`config.mk`:
```
export PLATFORM = sky130hd
export DESIGN_NAME = adff_rr_arbiter
export DESIGN_NICKNAME = d
export VERILOG_FILES = /design/src/rtl/adff_arb_pkg.sv /design/src/rtl/adff_rr_arbiter_rr_pick.sv /design/src/rtl/adff_rr_arbiter.sv
export SDC_FILE = /design/constraint.sdc
export NUM_CORES = 1
export LEC_CHECK = 0
export ABC_AREA = 1
export BUFFER_PORTS_ARGS = -buffer_cell sky130_fd_sc_hd__buf_2
export CORE_MARGIN = 2
export CORE_UTILIZATION = 50
export CTS_BUF_LIST = sky130_fd_sc_hd__clkbuf_4 sky130_fd_sc_hd__clkbuf_8 sky130_fd_sc_hd__clkbuf_16
export CTS_CLUSTER_SIZE = 16
export DETAILED_ROUTE_END_ITERATION = 6
export PLACE_DENSITY = 0.78
export SYNTH_ARGS = -nofsm -noshare
export SYNTH_HDL_FRONTEND = slang
export SYNTH_SLANG_ARGS = --single-unit
```
`constraint.sdc`:
```
create_clock -name CLK -period 4.68 [get_ports CLK]
set_clock_uncertainty 0.05 [all_clocks]
set_input_delay 0.234 -clock CLK [delete_from_list [all_inputs] [get_ports CLK]]
set_output_delay 0.234 -clock CLK [all_outputs]
set_load 0.05 [all_outputs]
```
`src/rtl/adff_arb_pkg.sv`:
```
// Shared types and constants for the round-robin arbiter
// in front of the adff shared register.
package adff_arb_pkg;

  typedef enum logic {IDLE, OWNED} state_t;

  localparam int N_REQ_DEF    = 4;
  localparam int WIDTH_DEF    = 2;
  localparam int MAX_HOLD_DEF = 3;

  // Bits needed to index n items, never less than one.
  function automatic int ow(input int n);
    return (n <= 2) ? 1 : $clog2(n);
  endfunction

endpackage

```
`src/rtl/adff_rr_arbiter_rr_pick.sv`:
```
// Combinational round-robin pick: first set request
// scanning from start upward, wrapping modulo N.
module rr_pick
  import adff_arb_pkg::*;
#(
  parameter int N  = N_REQ_DEF,
  parameter int OW = ow(N_REQ_DEF)
) (
  input  logic [N-1:0]  req,
  input  logic [OW-1:0] start,
  output logic          valid,
  output logic [OW-1:0] win
);

  localparam logic [OW:0] NV = (OW+1)'(N);

  logic [N-1:0]  rot;
  logic [OW-1:0] off;
  logic [OW:0]   sum;

  // Rotate so that start lands on bit 0.
  assign rot = N'({req, req} >> start);

  always_comb begin
    off = '0;
    for (int i = N - 1; i >= 0; i--) begin
      if (rot[i]) off = OW'(i);
    end
  end

  assign sum   = {1'b0, start} + {1'b0, off};
  assign win   = (sum >= NV) ? OW'(sum - NV) : sum[OW-1:0];
  assign valid = |req;

endmodule

```
`src/rtl/adff_rr_arbiter.sv`:
```
// Round-robin owner of a shared async-reset register with
// bounded LOCK bursts and same-edge rearbitration.
module adff_rr_arbiter
  import adff_arb_pkg::*;
#(
  parameter int N_REQ    = N_REQ_DEF,
  parameter int WIDTH    = WIDTH_DEF,
  parameter int MAX_HOLD = MAX_HOLD_DEF
) (
  input  logic                     CLK,
  input  logic                     ARST,
  input  logic [N_REQ-1:0]         REQ,
  input  logic [N_REQ-1:0]         LOCK,
  input  logic [N_REQ*WIDTH-1:0]   DIN,
  output logic [N_REQ-1:0]         GNT,
  output logic [N_REQ-1:0]         ACK,
  output logic [WIDTH-1:0]         Q,
  output logic [ow(N_REQ)-1:0]     OWNER,
  output logic                     BUSY
);

  localparam int OW = ow(N_REQ);
  localparam int HW = ow(MAX_HOLD);
  localparam logic [OW-1:0] LAST      = OW'(N_REQ - 1);
  localparam logic [HW-1:0] HOLD_LAST = HW'(MAX_HOLD - 1);

  state_t           state, state_n;
  logic [OW-1:0]    ptr, ptr_n;
  logic [OW-1:0]    owner_n, owner_inc;
  logic [OW-1:0]    start, win;
  logic [HW-1:0]    hold, hold_n;
  logic [N_REQ-1:0] gnt_n, ack_n, win_oh;
  logic [WIDTH-1:0] q_n;
  logic             valid, cont;

  assign owner_inc = (OWNER == LAST) ? '0 : OWNER + 1'b1;

  // Burst continues only for a locked, requesting owner below the cap.
  assign cont = (state == OWNED) && REQ[OWNER] &&
                LOCK[OWNER] && (hold < HOLD_LAST);

  // On release the scan starts past the owner, so it is tried last.
  assign start  = (state == OWNED) ? owner_inc : ptr;
  assign win_oh = N_REQ'(1) << win;

  rr_pick #(
    .N  (N_REQ),
    .OW (OW)
  ) u_pick (
    .req   (REQ),
    .start (start),
    .valid (valid),
    .win   (win)
  );

  always_comb begin
    state_n = state;
    ptr_n   = ptr;
    owner_n = OWNER;
    hold_n  = hold;
    gnt_n   = GNT;
    ack_n   = '0;
    q_n     = Q;
    if (cont) begin
      q_n    = DIN[OWNER*WIDTH +: WIDTH];
      ack_n  = GNT;
      hold_n = hold + 1'b1;
    end else begin
      if (state == OWNED) ptr_n = owner_inc;
      if (valid) begin
        state_n = OWNED;
        gnt_n   = win_oh;
        ack_n   = win_oh;
        q_n     = DIN[win*WIDTH +: WIDTH];
        owner_n = win;
        hold_n  = '0;
      end else begin
        state_n = IDLE;
        gnt_n   = '0;
      end
    end
  end

  always_ff @(posedge CLK or posedge ARST) begin
    if (ARST) begin
      state <= IDLE;
      ptr   <= '0;
      OWNER <= '0;
      hold  <= '0;
      GNT   <= '0;
      ACK   <= '0;
      Q     <= '0;
    end else begin
      state <= state_n;
      ptr   <= ptr_n;
      OWNER <= owner_n;
      hold  <= hold_n;
      GNT   <= gnt_n;
      ACK   <= ack_n;
      Q     <= q_n;
    end
  end

  assign BUSY = (state == OWNED);

endmodule

```
==> impl_metrics.yaml, run 1 <==
layout:
  nets: 195
  layout_common_cells: "39 x nand2_1, 30 x nand3_1, 30 x buf_2, 17 x inv_1, 13 x dfrtp_1"
  final_common_cell: "nand2_1"
  drive_gt1_share_pct: 32.2
  postLayoutCoreUtil_pct: 62.0
  syn2layout_area_growth_pct: 19.1
  n_antenna_cell: 0
  fillers: 181
critical_path:
  worstSetupEndpointType: "flip-flop"
  startpoint_type: "flip-flop"
  required_ns: 4.81
  crit_type: "reg -> reg"
  r2r_cells: 18
  worstPathMaxFanout: 9
  critPathArrivalTime_ns: 2.78
floorplanning:
  num_rows: 16
  dieArea_mm2: 0.00237
  fp.coreArea_mm2: 0.00192
  die_h_um: 48.7
  io_pins: 31
  die_w_um: 48.7
  initial_core_util_pct: 52.0
logic_synthesis:
  synthCells: 143
  synthTopCellsByArea: "dfrtp_1 33%, nand3_1 15%, nand2_1 15%"
  syn_nets: 163
  seq_area_frac_synth_pct: 32.5
  syn_avg_cell_area_um2: 6.99
  synth-seq-cells: 13
  ys_warn_count: 0
  synth.distinct_cells: 21
  synth_top_area_cell: "dfrtp_1"
  synth_top_area_share_pct: 32.5
  syn_area_um2: 1000
sta:
  fin_ws_ns: 2.03
  hold_violations: 0
  rsz0062_at_grt: "no"
  tightest_slew_ns: 0.654
  fin_crit_sh_pct: 56.7
  max_freq_mhz: 377
  slew_viol_final: 0
  finalSetupViolations: 0
  slew_headroom_pct: 56.0
  fin_crit_ns: 2.65
  fin_setup_tns_ns: 0
drt:
  ant_nets: 0
  drc_errors: 0
  num_vias: 1026
  drt_iter0_drc: 26
  wl_per_cell_um: 11.4
  wl_mm: 2.30
  firstDrtPassIters: 4
  post_drt_via_cell_ratio: 5.10
grt:
  grt_max_degree: 14
  grt_pass1_vias: 970
  gr-total-overflow: 0
  track_usage_pct: 20.7
  antenna_found_initial: 0
  grt_pass1_wl_mm: 3.91
job:
  drv_cap: 0
placement:
  globalplace.congestion: 0.871
  portBuffers: 30
  hpwl_mm: 1.88
  place_ws_ns: 2.04
clocking:
  clockBufferDepth: 2
  clk_pin_slew_ns: 0.08
  cts_made_buffers: 3
  clk_latency_ns: 0.29
  tritoncts: "done"
  cts_root_buffer: "clkbuf_4"
  cts_setup_buffers: 0
  h-tree-depth: 1
  cts.sinks: 13
hold_path:
  hold_class: "in -> reg"
  min_path_cells: 5
status:
  outcome: "finished clean"
==> cell type report <==
type / instances / area [µm²] / area share (%)
flip-flops and latches: 13 / 325 / 27.3
clock inverters: 1 / 5.00 / 0.420
clock buffers: 3 / 22.5 / 1.89
repair buffers: 31 / 160 / 13.4
multi-input cells: 105 / 561 / 47.1
well taps: 27 / 33.8 / 2.84
inverters: 21 / 83.8 / 7.04
==> final timing paths <==
| check | start | to | slack, ns |
|---|---|---|---|
| max | OWNER[0] | Q[0] | 2.03 |
| min | DIN[1] | Q[1] | 0.25 |
| max reg2reg | OWNER[0] | Q[0] | 2.03 |
| min reg2reg | Q[1] | Q[1] | 0.44 |
| max in group asynchronous | ARST | ACK[3] | 3.79 |
| min in group asynchronous | ARST | Q[1] | 0.45 |
==> synth_stat cells <==
cell type and number:
xor2_1 1, o21ai_2 1, ha_1 2, nand3_2 3, a31oi_1 1, o21ai_1 1
o31ai_2 1, buf_4 4, nand2_4 4, dfrtp_1 13, nor2_2 2, a21oi_1 2
inv_2 3, nor4_2 1, o21ai_0 7, clkinv_4 1, nand2_1 39, inv_1 17
nand3_1 30, nand2_2 6, nor2_1 4
==> stage by stage <==
step	std cells	hold slack [ns]	cell area, µm²
2_1_floorplan	143	0.0610	1000
3_3_place_gp	196	0.219	1150
3_5_place_dp	196	0.232	1150
4_1_cts	201	0.246	1190
5_1_grt	201	0.279	1190
6_report	201	0.246	1190
==> flip-flops by register name, indices dropped and copies added, names as in the netlist <==
signal / flops
hold: 2
Q: 2
BUSY: 1
OWNER: 2
ptr: 2
ACK: 4
==> timing repair <==
item | CTS | global route
resized for setup | 0 | 0
hold buffers | 1 | 0
hold endpoints to repair | 13 | 0
==> critical path, stage by stage (launching register included) <==
cell and delay [ns]:
dfrtp_1 0.49, ha_1 0.27, nor2_2 0.13, nand2_4 0.11, nand2_4 0.13, nand2_1 0.06
nand3_1 0.08, nand2_1 0.09, a31oi_1 0.15, nor2_1 0.06, ha_1 0.32, nand2_2 0.14
nand2_2 0.10, nand2_1 0.06, nand2_1 0.04, inv_1 0.04, nand3_1 0.08, nand3_1 0.09
nand2_1 0.06
==> routing by layer <==
| metal | share of wire [%] | routed length, µm | vias to the layer above | GRT usage, % |
|---|---|---|---|---|
| met1 | 42 | 955 | 460 | 23.2 |
| met5 | 0 | 0 | - | 0 |
| met3 | 6.0 | 137 | 5 | 2.47 |
| met2 | 50 | 1160 | 38 | 38.8 |
| li1 | - | - | 523 | - |
| met4 | 1.9 | 44 | 0 | 9.52 |
==> cells by family after synthesis <==
group / count (synthesis) / synth area share, %
AO/OA/AOI/OAI: 13 / 7.76
flip-flops: 13 / 32.5
AND/OR/NAND/NOR: 89 / 44.9
buffers and inverters: 25 / 11.4
XOR/XNOR: 1 / 0.876
adder cells (fa/ha/maj): 2 / 2.50
Power of run 1 is left out: the tool's default activity adds up to more than one toggle a clock period on the data nets, which glitch-free logic cannot reach.
==> run 2, diff against run 1 <==
==> constraint.sdc (replaced) <==
create_clock -name CLK -period 2.5 [get_ports CLK]
set_clock_uncertainty 0.05 [all_clocks]
set_input_delay 0.125 -clock CLK [delete_from_list [all_inputs] [get_ports CLK]]
set_output_delay 0.125 -clock CLK [all_outputs]
set_load 0.05 [all_outputs]
==> impl_metrics.yaml, run 2 (synthesis gave the netlist of run 1 again) <==
status:
  outcome: "complete, but fails checks"
  violations: "setup timing"
drt:
  ant_nets: 0
  num_vias: 1112
  drt_iter0_drc: 26
  post_drt_via_cell_ratio: 5.25
  firstDrtPassIters: 4
  wl_mm: 2.76
  drc_errors: 0
  wl_per_cell_um: 13.0
clocking:
  tritoncts: "done"
  cts_root_buffer: "clkbuf_4"
  clockBufferDepth: 2
  cts.sinks: 13
  h-tree-depth: 1
  clk_latency_ns: 0.28
  clk_pin_slew_ns: 0.09
  cts_made_buffers: 3
layout:
  postLayoutCoreUtil_pct: 71.2
  n_antenna_cell: 0
  largest_reg_flops: 4
  syn2layout_area_growth_pct: 36.8
  top_register: "ACK"
  nets: 206
  seq_area_um2: 330
  layout_common_cells: "36 x nand2_1, 30 x buf_2, 26 x nand3_1, 16 x inv_1, 11 x dfrtp_1"
  final_common_cell: "nand2_1"
  final_cell_count_no_fill: 212
  multi_input_area_um2: 638
  fillers: 164
  drive_gt1_share_pct: 44.3
grt:
  grt_max_degree: 14
  grt_pass1_vias: 992
  track_usage_pct: 23.0
  gr-total-overflow: 0
  grt_pass1_wl_mm: 4.31
  antenna_found_initial: 0
sta:
  finalSetupViolations: 2
  slew_viol_final: 0
  holdWs_ns: 0.142
  max_freq_mhz: 394
  fin_crit_sh_pct: 101
  hold_violations: 0
  rsz0062_at_grt: "yes"
  slew_headroom_pct: 61.9
  fin_crit_ns: 2.54
  fin_ws_ns: -0.0372
  tightest_slew_ns: 0.566
critical_path:
  cp_slowest_stage_delay_ns: 0.51
  startpoint_type: "flip-flop"
  crit_type: "reg -> reg"
  critPathArrivalTime_ns: 2.66
  r2r_cells: 18
  worstSetupEndpointType: "flip-flop"
  required_ns: 2.63
  slowest_stage: "dfrtp_4"
  worstPathMaxFanout: 6
  worstReg2RegEnd: "Q[0]"
  crit_top_cell: "nand2_2"
  cp-endpoint: "Q[0]"
  worstSetupStartpoint: "OWNER[0]"
  ff2ff_setup_slack_ns: -0.04
  crit_chain: "ha_4 > inv_2 > nand2_2 > o21ai_4 > inv_2 > nand3_2 > nand2_2 > a31oi_1 > nor2_2 > ha_2 > xor2_2 > inv_1 > nand2_2 > nand3_2 > nand2_2 > nand2_1 > nand3_2 > nand2_1"
  r2r-start: "OWNER[0]"
floorplanning:
  die_h_um: 48.7
  fp.coreArea_mm2: 0.00192
  num_rows: 16
  die_w_um: 48.7
  initial_core_util_pct: 52.0
  io_pins: 31
  dieArea_mm2: 0.00237
placement:
  dpl.cell_count: 200
  portBuffers: 30
  hpwl_mm: 2.03
  place_ws_ns: -0.0599
  globalplace.congestion: 0.939
job:
  drv_cap: 0
hold_path:
  hold_class: "in -> reg"
## run 2: cell types whose count changed in the layout (fill, tap and decap cells not counted), sizes merged
cell	before	now
buf	30	41
## run 2: metrics by stage
| stage | setup TNS (ns) | cell area, µm² |
|---|---|---|
| 4_1_cts | 0 | 1290 |
| 6_report | -0.0440 | 1370 |
| 3_5_place_dp | -0.145 | 1210 |
| 5_1_grt | -0.613 | 1370 |
| 2_1_floorplan | 0 | 1020 |
| 3_3_place_gp | -0.0132 | 1210 |
## run 2: routing by layer
metal	wire length (µm)	part of all wire (%)	global-route usage, %
met1	1050	38	27.1
met2	1490	54	41.6
met3	180	6.5	6.48
met4	36	1.3	4.76
met5	0	0	0
## run 2: worst max-delay path, delay by kind of cell, from the launching register on
family / cells / cell delay (ns)
compound gates: 2 / 0.18
fa+ha+maj: 2 / 0.47
buf+inv: 3 / 0.23
xor+xnor: 1 / 0.18
simple gates: 10 / 0.82
flops: 1 / 0.51
## run 2: repair_timing
| action | in CTS | in global routing |
|---|---|---|
| buffers inserted | 3 | 4 |
| hold endpoints to repair | 13 | 0 |
| gates resized for setup | 6 | 16 |
| pin swaps | 4 | 12 |
| hold buffers | 1 | 0 |
| endpoints found under the setup margin | 4 | 7 |
## run 2: worst min path at each step
stage / startpoint / end / slack [ns] / cells past startpoint
after floorplan: ARST / ACK[0] / -0.05 / 1
after global placement: ARST / ACK[1] / 0.11 / 2
after detailed placement: ARST / ACK[1] / 0.13 / 2
after CTS: DIN[1] / Q[1] / 0.13 / 5
after global routing: REQ[0] / Q[1] / 0.17 / 4
final: DIN[1] / Q[1] / 0.14 / 5
## run 2: final cells by class
| type | instances | area share [%] |
|---|---|---|
| Timing Repair Buffer | 42 | 18.6 |
| Inverter | 21 | 6.13 |
| Tap cell | 27 | 2.47 |
| Clock inverter | 1 | 0.366 |
| Clock buffer | 3 | 1.65 |
| Multi-Input combinational cell | 105 | 46.7 |
| Sequential cell | 13 | 24.2 |
Power of run 2 is left out for the same reason.
